File: config.mk
export PLATFORM = sky130hd
export DESIGN_NAME = vending_machine_param
export DESIGN_NICKNAME = d
export VERILOG_FILES = /design/src/rtl/vm_pkg.sv /design/src/rtl/vm_stock.sv /design/src/rtl/vending_machine_param.sv
export SDC_FILE = /design/constraint.sdc
export NUM_CORES = 1
export LEC_CHECK = 0
export BUFFER_PORTS_ARGS = -buffer_cell sky130_fd_sc_hd__buf_2
export CAP_MARGIN = 20
export CORE_ASPECT_RATIO = 1.2
export CORE_UTILIZATION = 50
export DETAILED_ROUTE_END_ITERATION = 7
export HOLD_SLACK_MARGIN = 0.15
export PLACE_DENSITY = 0.71
export SYNTH_ARGS = -nofsm -noshare
export SYNTH_HDL_FRONTEND = slang
export SYNTH_SLANG_ARGS = --single-unit
File: constraint.sdc
create_clock -name clk -period 5.7 [get_ports clk]
set_input_delay 0.57 -clock clk [delete_from_list [all_inputs] [get_ports clk]]
set_output_delay 0.57 -clock clk [all_outputs]
set_load 0.005 [all_outputs]
File: src/rtl/vm_pkg.sv
// vm_pkg: controller state encoding and coin code constants for vending_machine_param
package vm_pkg;
  typedef enum logic [1:0] {IDLE, COLLECT, VEND, CHANGE} vm_state_t;
  localparam logic [1:0] COIN_NONE = 2'b00;
  localparam logic [1:0] COIN_A_C  = 2'b01;
  localparam logic [1:0] COIN_B_C  = 2'b10;
  localparam logic [1:0] COIN_C_C  = 2'b11;
endpackage

File: src/rtl/vm_stock.sv
// vm_stock: per-item stock counters, reloaded on reset, decremented on accepted purchases
module vm_stock
  import vm_pkg::*;
#(
  parameter int NUM_ITEMS  = 4,
  parameter int STOCK_INIT = 8,
  parameter int SEL_W      = 2
) (
  input  logic                 clk,
  input  logic                 reset,
  input  logic                 i_dec,
  input  logic [SEL_W-1:0]     i_idx,
  output logic                 o_avail,
  output logic [NUM_ITEMS-1:0] o_sold_out
);
  localparam int SW = (STOCK_INIT > 0) ? $clog2(STOCK_INIT + 1) : 1;
  logic w_in_range;
  assign w_in_range = 32'(i_idx) < NUM_ITEMS;
  assign o_avail = w_in_range && !o_sold_out[i_idx];
  for (genvar i = 0; i < NUM_ITEMS; i++) begin : g_item
    logic [SW-1:0] r_cnt;
    // count down on a purchase of this item; the zero guard keeps it from wrapping
    always_ff @(posedge clk) begin
      if (reset) r_cnt <= SW'(STOCK_INIT);
      else if (i_dec && i_idx == SEL_W'(i) && r_cnt != '0) r_cnt <= r_cnt - SW'(1);
    end
    assign o_sold_out[i] = r_cnt == '0;
  end
endmodule

File: src/rtl/vending_machine_param.sv
// vending_machine_param: multi-item coin vending controller with credit, stock and unit change payout; VM_REFUND_EN adds a cancel/refund input
module vending_machine_param
  import vm_pkg::*;
#(
  parameter int NUM_ITEMS  = 4,
  parameter int PRICE      = 3,
  parameter int COIN_A     = 1,
  parameter int COIN_B     = 2,
  parameter int COIN_C     = 5,
  parameter int STOCK_INIT = 8,
  parameter int CREDIT_W   = 5,
  localparam int SEL_W     = (NUM_ITEMS > 1) ? $clog2(NUM_ITEMS) : 1
) (
  input  logic                 clk,
  input  logic                 reset,
  input  logic [1:0]           coin,
  input  logic [SEL_W-1:0]     sel,
  input  logic                 buy,
`ifdef VM_REFUND_EN
  input  logic                 cancel,
`endif
  output logic                 product,
  output logic [SEL_W-1:0]     product_id,
  output logic                 change,
  output logic                 reject,
  output logic                 deny,
  output logic [CREDIT_W-1:0]  credit,
  output logic                 busy,
  output logic [NUM_ITEMS-1:0] sold_out
);
  localparam int CW1 = CREDIT_W + 1;
  localparam logic [CREDIT_W:0]   CREDIT_MAX = {1'b0, {CREDIT_W{1'b1}}};
  localparam logic [CREDIT_W-1:0] PRICE_C    = CREDIT_W'(PRICE);
  vm_state_t           r_state;
  logic [CREDIT_W-1:0] r_credit;
  logic [SEL_W-1:0]    r_pid;
  logic                r_product, r_change, r_reject, r_deny, r_busy;
  logic [CREDIT_W:0]   w_coin_val, w_sum;
  logic                w_idle_col, w_avail, w_buy_ok, w_deny, w_cancel_ok, w_coin, w_coin_ok;
  assign w_coin_val = coin == COIN_A_C ? CW1'(COIN_A)
                    : coin == COIN_B_C ? CW1'(COIN_B)
                    : coin == COIN_C_C ? CW1'(COIN_C) : '0;
  assign w_sum      = {1'b0, r_credit} + w_coin_val;
  assign w_coin     = coin != COIN_NONE;
  assign w_idle_col = r_state == IDLE || r_state == COLLECT;
  assign w_buy_ok   = buy && w_idle_col && r_credit >= PRICE_C && w_avail;
  assign w_deny     = buy && w_idle_col && !w_buy_ok;
`ifdef VM_REFUND_EN
  assign w_cancel_ok = cancel && r_state == COLLECT && !w_buy_ok;
`else
  assign w_cancel_ok = 1'b0;
`endif
  // a coin only lands when nothing higher-priority claims the cycle and it fits the credit register
  assign w_coin_ok  = w_coin && w_idle_col && !w_buy_ok && !w_cancel_ok && w_sum <= CREDIT_MAX;
  vm_stock #(
    .NUM_ITEMS (NUM_ITEMS),
    .STOCK_INIT(STOCK_INIT),
    .SEL_W     (SEL_W)
  ) u_stock (
    .clk       (clk),
    .reset     (reset),
    .i_dec     (w_buy_ok),
    .i_idx     (sel),
    .o_avail   (w_avail),
    .o_sold_out(sold_out)
  );
  // controller FSM: credit accumulation, vend, and one-unit-per-cycle change payout with registered pulses
  always_ff @(posedge clk) begin
    if (reset) begin
      r_state   <= IDLE;
      r_credit  <= '0;
      r_pid     <= '0;
      r_product <= 1'b0;
      r_change  <= 1'b0;
      r_reject  <= 1'b0;
      r_deny    <= 1'b0;
      r_busy    <= 1'b0;
    end else begin
      r_product <= 1'b0;
      r_pid     <= '0;
      r_change  <= 1'b0;
      r_reject  <= w_coin && !w_coin_ok;
      r_deny    <= w_deny;
      case (r_state)
        IDLE, COLLECT: begin
          r_busy <= w_buy_ok || w_cancel_ok;
          if (w_buy_ok) begin
            r_state   <= VEND;
            r_credit  <= r_credit - PRICE_C;
            r_product <= 1'b1;
            r_pid     <= sel;
          end else if (w_cancel_ok) begin
            r_state  <= CHANGE;
            r_credit <= r_credit - CREDIT_W'(1);
            r_change <= 1'b1;
          end else if (w_coin_ok) begin
            r_state  <= COLLECT;
            r_credit <= w_sum[CREDIT_W-1:0];
          end
        end
        default: begin
          r_busy  <= r_credit != '0;
          r_state <= r_credit != '0 ? CHANGE : IDLE;
          if (r_credit != '0) begin
            r_credit <= r_credit - CREDIT_W'(1);
            r_change <= 1'b1;
          end
        end
      endcase
    end
  end
  assign product    = r_product;
  assign product_id = r_pid;
  assign change     = r_change;
  assign reject     = r_reject;
  assign deny       = r_deny;
  assign credit     = r_credit;
  assign busy       = r_busy;
endmodule

==> results.txt <==
----------------------------------------------------
[Power]
  Total power draw ... about 0.00075 W
  Cell Pwr Density ... 425.6 mW/mm^2
  Peak supply drop ... 0.2814 mV
  Leakage power summed over all cells ... 0.7950 nW

[Placed design]
  HPWL Detailed ... between 2000 and 2500 microns
  Port bufs ... 22
  Final weighted congestion of routability-driven global placement ... roughly 0.88

[CTS]
  Cts bufs inserted ... 5
  Later-pin clock latency in the skew report ... 320 ps
  Root buffer cell ... sky130_fd_sc_hd__clkbuf_4
  Post-CTS setup buffer count ... 0
  CTS Sinks ... 29
  CTS tree ... done
  H-Tree Level Count ... 2
  Buffer levels on the longest clock path ... 2
  Post-CTS clock slew at the launch and capture registers of the worst setup and hold paths ... about 90 ps
  Cts repair resizes ... 0
  Hold Buf Count CTS ... 0

[Global route]
  Global-route met1 utilization ... approximately a quarter
  Overall Global Routing Usage ... between 20% and 30%
  Antenna violations before repair ... 0
  Via count of the first global-routing pass ... 1257
  Largest net degree at the start of global routing ... 28
  GRT Residual Overflow ... 0
  Met2 Track Usage GR ... roughly a third
  Busiest layer in global routing ... met2
  Global routing met3 resource utilization ... under 10%
  Global-route wire length before repair ... 5499 microns

[Yosys]
  Post-Synthesis Cell Area ... about 0.0016 sq mm
  Cells after synthesis ... 185
  Share of Yosys cell area claimed by the top area cell type ... between 30% and 40%
  Ys async rst share ... 0%
  Synthesized area per cell ... 8.481 sq um
  Part of the Yosys area used for sequential elements ... between 30% and 40%
  Top FF cell, synth ... sky130_fd_sc_hd__dfxtp_1
  Synth area leaders ... sky130_fd_sc_hd__dfxtp_1 (37%), sky130_fd_sc_hd__ha_1 (7.2%), sky130_fd_sc_hd__nor2_1 (6.0%)
  Number of flip-flops and latches in the synthesized netlist ... 29
  Count of unique library cells instantiated by Yosys ... 46
  Library cell with the largest summed area after synthesis ... sky130_fd_sc_hd__dfxtp_1
  Number of warning messages in the yosys log ... 0
  Count of flip-flops with a built-in enable after synthesis ... 0
  Net count after synthesis ... about 200

[Die]
  Core outline area ... approximately 0.0029 sq mm
  Chip Height ... ~63 microns
  Initial standard-cell utilization of the core ... 54.29%
  Area enclosed by the die boundary ... around 0.0034 sq mm
  Number of top-level design ports ... 23
  Floorplan row count ... 21
  Die W ... between 50 and 60 microns

[Outcome]
  Run status ... completed

[Detailed routing]
  Post-detailed-route DRC marker count ... 0
  Antenna viol nets, final ... 0
  Initial DRC Count ... 53
  Total wire length ... 3096 microns
  Detailed-router iteration count before antenna repair ... 7
  DR vias ... approximately 1400
  Wirelength per Cell ... approximately 13 microns
  Vias per inst ... 5.599

[STA]
  Number of hold violations in the final report ... 0
  Share of the clock period used by the worst path ... around 44%
  Final clock skew ... between 2 and 3 ps
  Worst Hold Slack ... 508.8 ps
  Worst slew margin ... roughly 66%
  Slew @ Worst Pin ... between 500 and 600 ps
  Number of setup violations in the final report ... 0
  Unrepaired setup endpoints after global routing ... no
  Minimum clock period after layout ... ~2500 ps
  Post-route setup TNS ... 0 ps
  Slew Viols, Final ... 0
  Fmax ... slightly below 400 MHz

[Setup path]
  Slowest cell on crit path ... sky130_fd_sc_hd__dfxtp_1
  Maximum net fanout on the critical path ... 11
  Critical path launch point type ... register
  Arr. time, crit path ... between 2000 and 3000 ps
  Category of the most critical setup path ... register to register
  Crit-path cells ... ha_1 -> nor3_2 -> a21oi_4 -> o211ai_1 -> buf_4 -> a22o_1 -> a31oi_1 -> mux2_1
  Critical path endpoint category ... register
  Longest individual stage delay on the worst path ... 560 ps
  Worst path required time ... between 5000 and 6000 ps

[Cells and area]
  Area grow syn2layout ... 12.60%
  Final #Nets ... between 200 and 250
  Layout cells sized above 1 ... 17.31%
  Diodes inserted ... 0

[Min path]
  Hold Crit Class ... register to register

[Run]
  Max-cap viol count ... 0

----------------------------------------------------
## report_power, final
group / switching, W / internal, W
Clock: 0.0000708 / 0.0000714
Combinational: 0.000158 / 0.000143
Sequential: 0.0000603 / 0.000249
## flip-flops by register name (all words and copies together), names as in the netlist
register,count
change,1
credit,5
r_state,1
reject,1
product_id,2
product,1
busy,1
deny,1
u_stock.g_item.r_cnt,16
## final timing paths
path	from	endpoint	slack, ps	cells past startpoint
hold / removal	u_stock.g_item[1].r_cnt[3]	u_stock.g_item[1].r_cnt[3]	510	2
setup / recovery	credit[1]	credit[3]	3170	8
hold reg to reg	u_stock.g_item[1].r_cnt[3]	u_stock.g_item[1].r_cnt[3]	510	2
setup reg to reg	credit[1]	credit[3]	3170	8
## final cells by class
cell class              count  area [sq um]
multi-input cells         130         888.4
clock inverters             1         5.005
inverters                  18         67.56
fillers                   283          1124
repair buffers             23         117.6
flip-flops and latches     29         580.6
clock buffers               7         65.06
well taps                  34         42.54
## cell usage in the layout, fill, tap and decap left out, drive strengths merged, types with 4 or more instances in the layout
master,netlist,final
a21oi,14,14
a31oi,5,5
buf,2,23
clkbuf,6,7
dfxtp,29,29
ha,9,9
inv,18,18
nand2,7,7
nor2,25,25
nor3,4,4
nor3b,4,4
o21ai,6,6
xnor2,9,9
## cells in the mapped netlist, types with 3 or more instances
master and n:
sky130_fd_sc_hd__o21ai_0 4, sky130_fd_sc_hd__a21oi_1 12, sky130_fd_sc_hd__nor2_1 25, sky130_fd_sc_hd__inv_1 18
sky130_fd_sc_hd__nor2b_1 3, sky130_fd_sc_hd__xor2_1 3, sky130_fd_sc_hd__a211oi_1 3, sky130_fd_sc_hd__dfxtp_1 29
sky130_fd_sc_hd__ha_1 9, sky130_fd_sc_hd__nand3_1 3, sky130_fd_sc_hd__xnor2_1 9, sky130_fd_sc_hd__nor3b_1 4
sky130_fd_sc_hd__nor4_1 3, sky130_fd_sc_hd__a31oi_1 5, sky130_fd_sc_hd__nand2_1 7, sky130_fd_sc_hd__clkbuf_1 6
sky130_fd_sc_hd__nor3_1 3
## cell families (layout without fill, tap and decap cells)
kind of cell | after synthesis | count (layout) | synth area share [%]
AND/OR/NAND/NOR | 68 | 68 | 24.00
adder cells (fa/ha/maj) | 10 | 10 | 8.453
buffers and inverters | 26 | 49 | 6.379
XOR/XNOR | 12 | 12 | 6.699
AO/OA/AOI/OAI | 37 | 37 | 15.47
multiplexers | 3 | 3 | 1.994
flip-flops | 29 | 29 | 37.00
## stage by stage
| step | instances | cell area (sq um) | setup WS (ps) | util [%] |
|---|---|---|---|---|
| after floorplan | 185 | 1569 | 3281 | - |
| after global placement | 233 | 1689 | 3039 | 58.44 |
| after detailed placement | 233 | 1689 | 2971 | 58.44 |
| after CTS | 241 | 1759 | 2934 | 60.87 |
| after global routing | 242 | 1767 | 3018 | 61.13 |
| final | 242 | 1767 | 3173 | 61.13 |
## layer usage
metal  wire, microns  up-vias
met1            1316      633
met2            1568       30
li1                -      687
met3             151        5
met5               0        -
met4              60        0
## critical path, delay by kind of cell (launching register included)
kind            cells  cell delay [ps]
compound gates      4              890
flops               1              560
mux                 1              340
fa+ha+maj           1              290
buf+inv             1              260
simple gates        1               80
No activity file was read; power rests on OpenSTA's default activity.
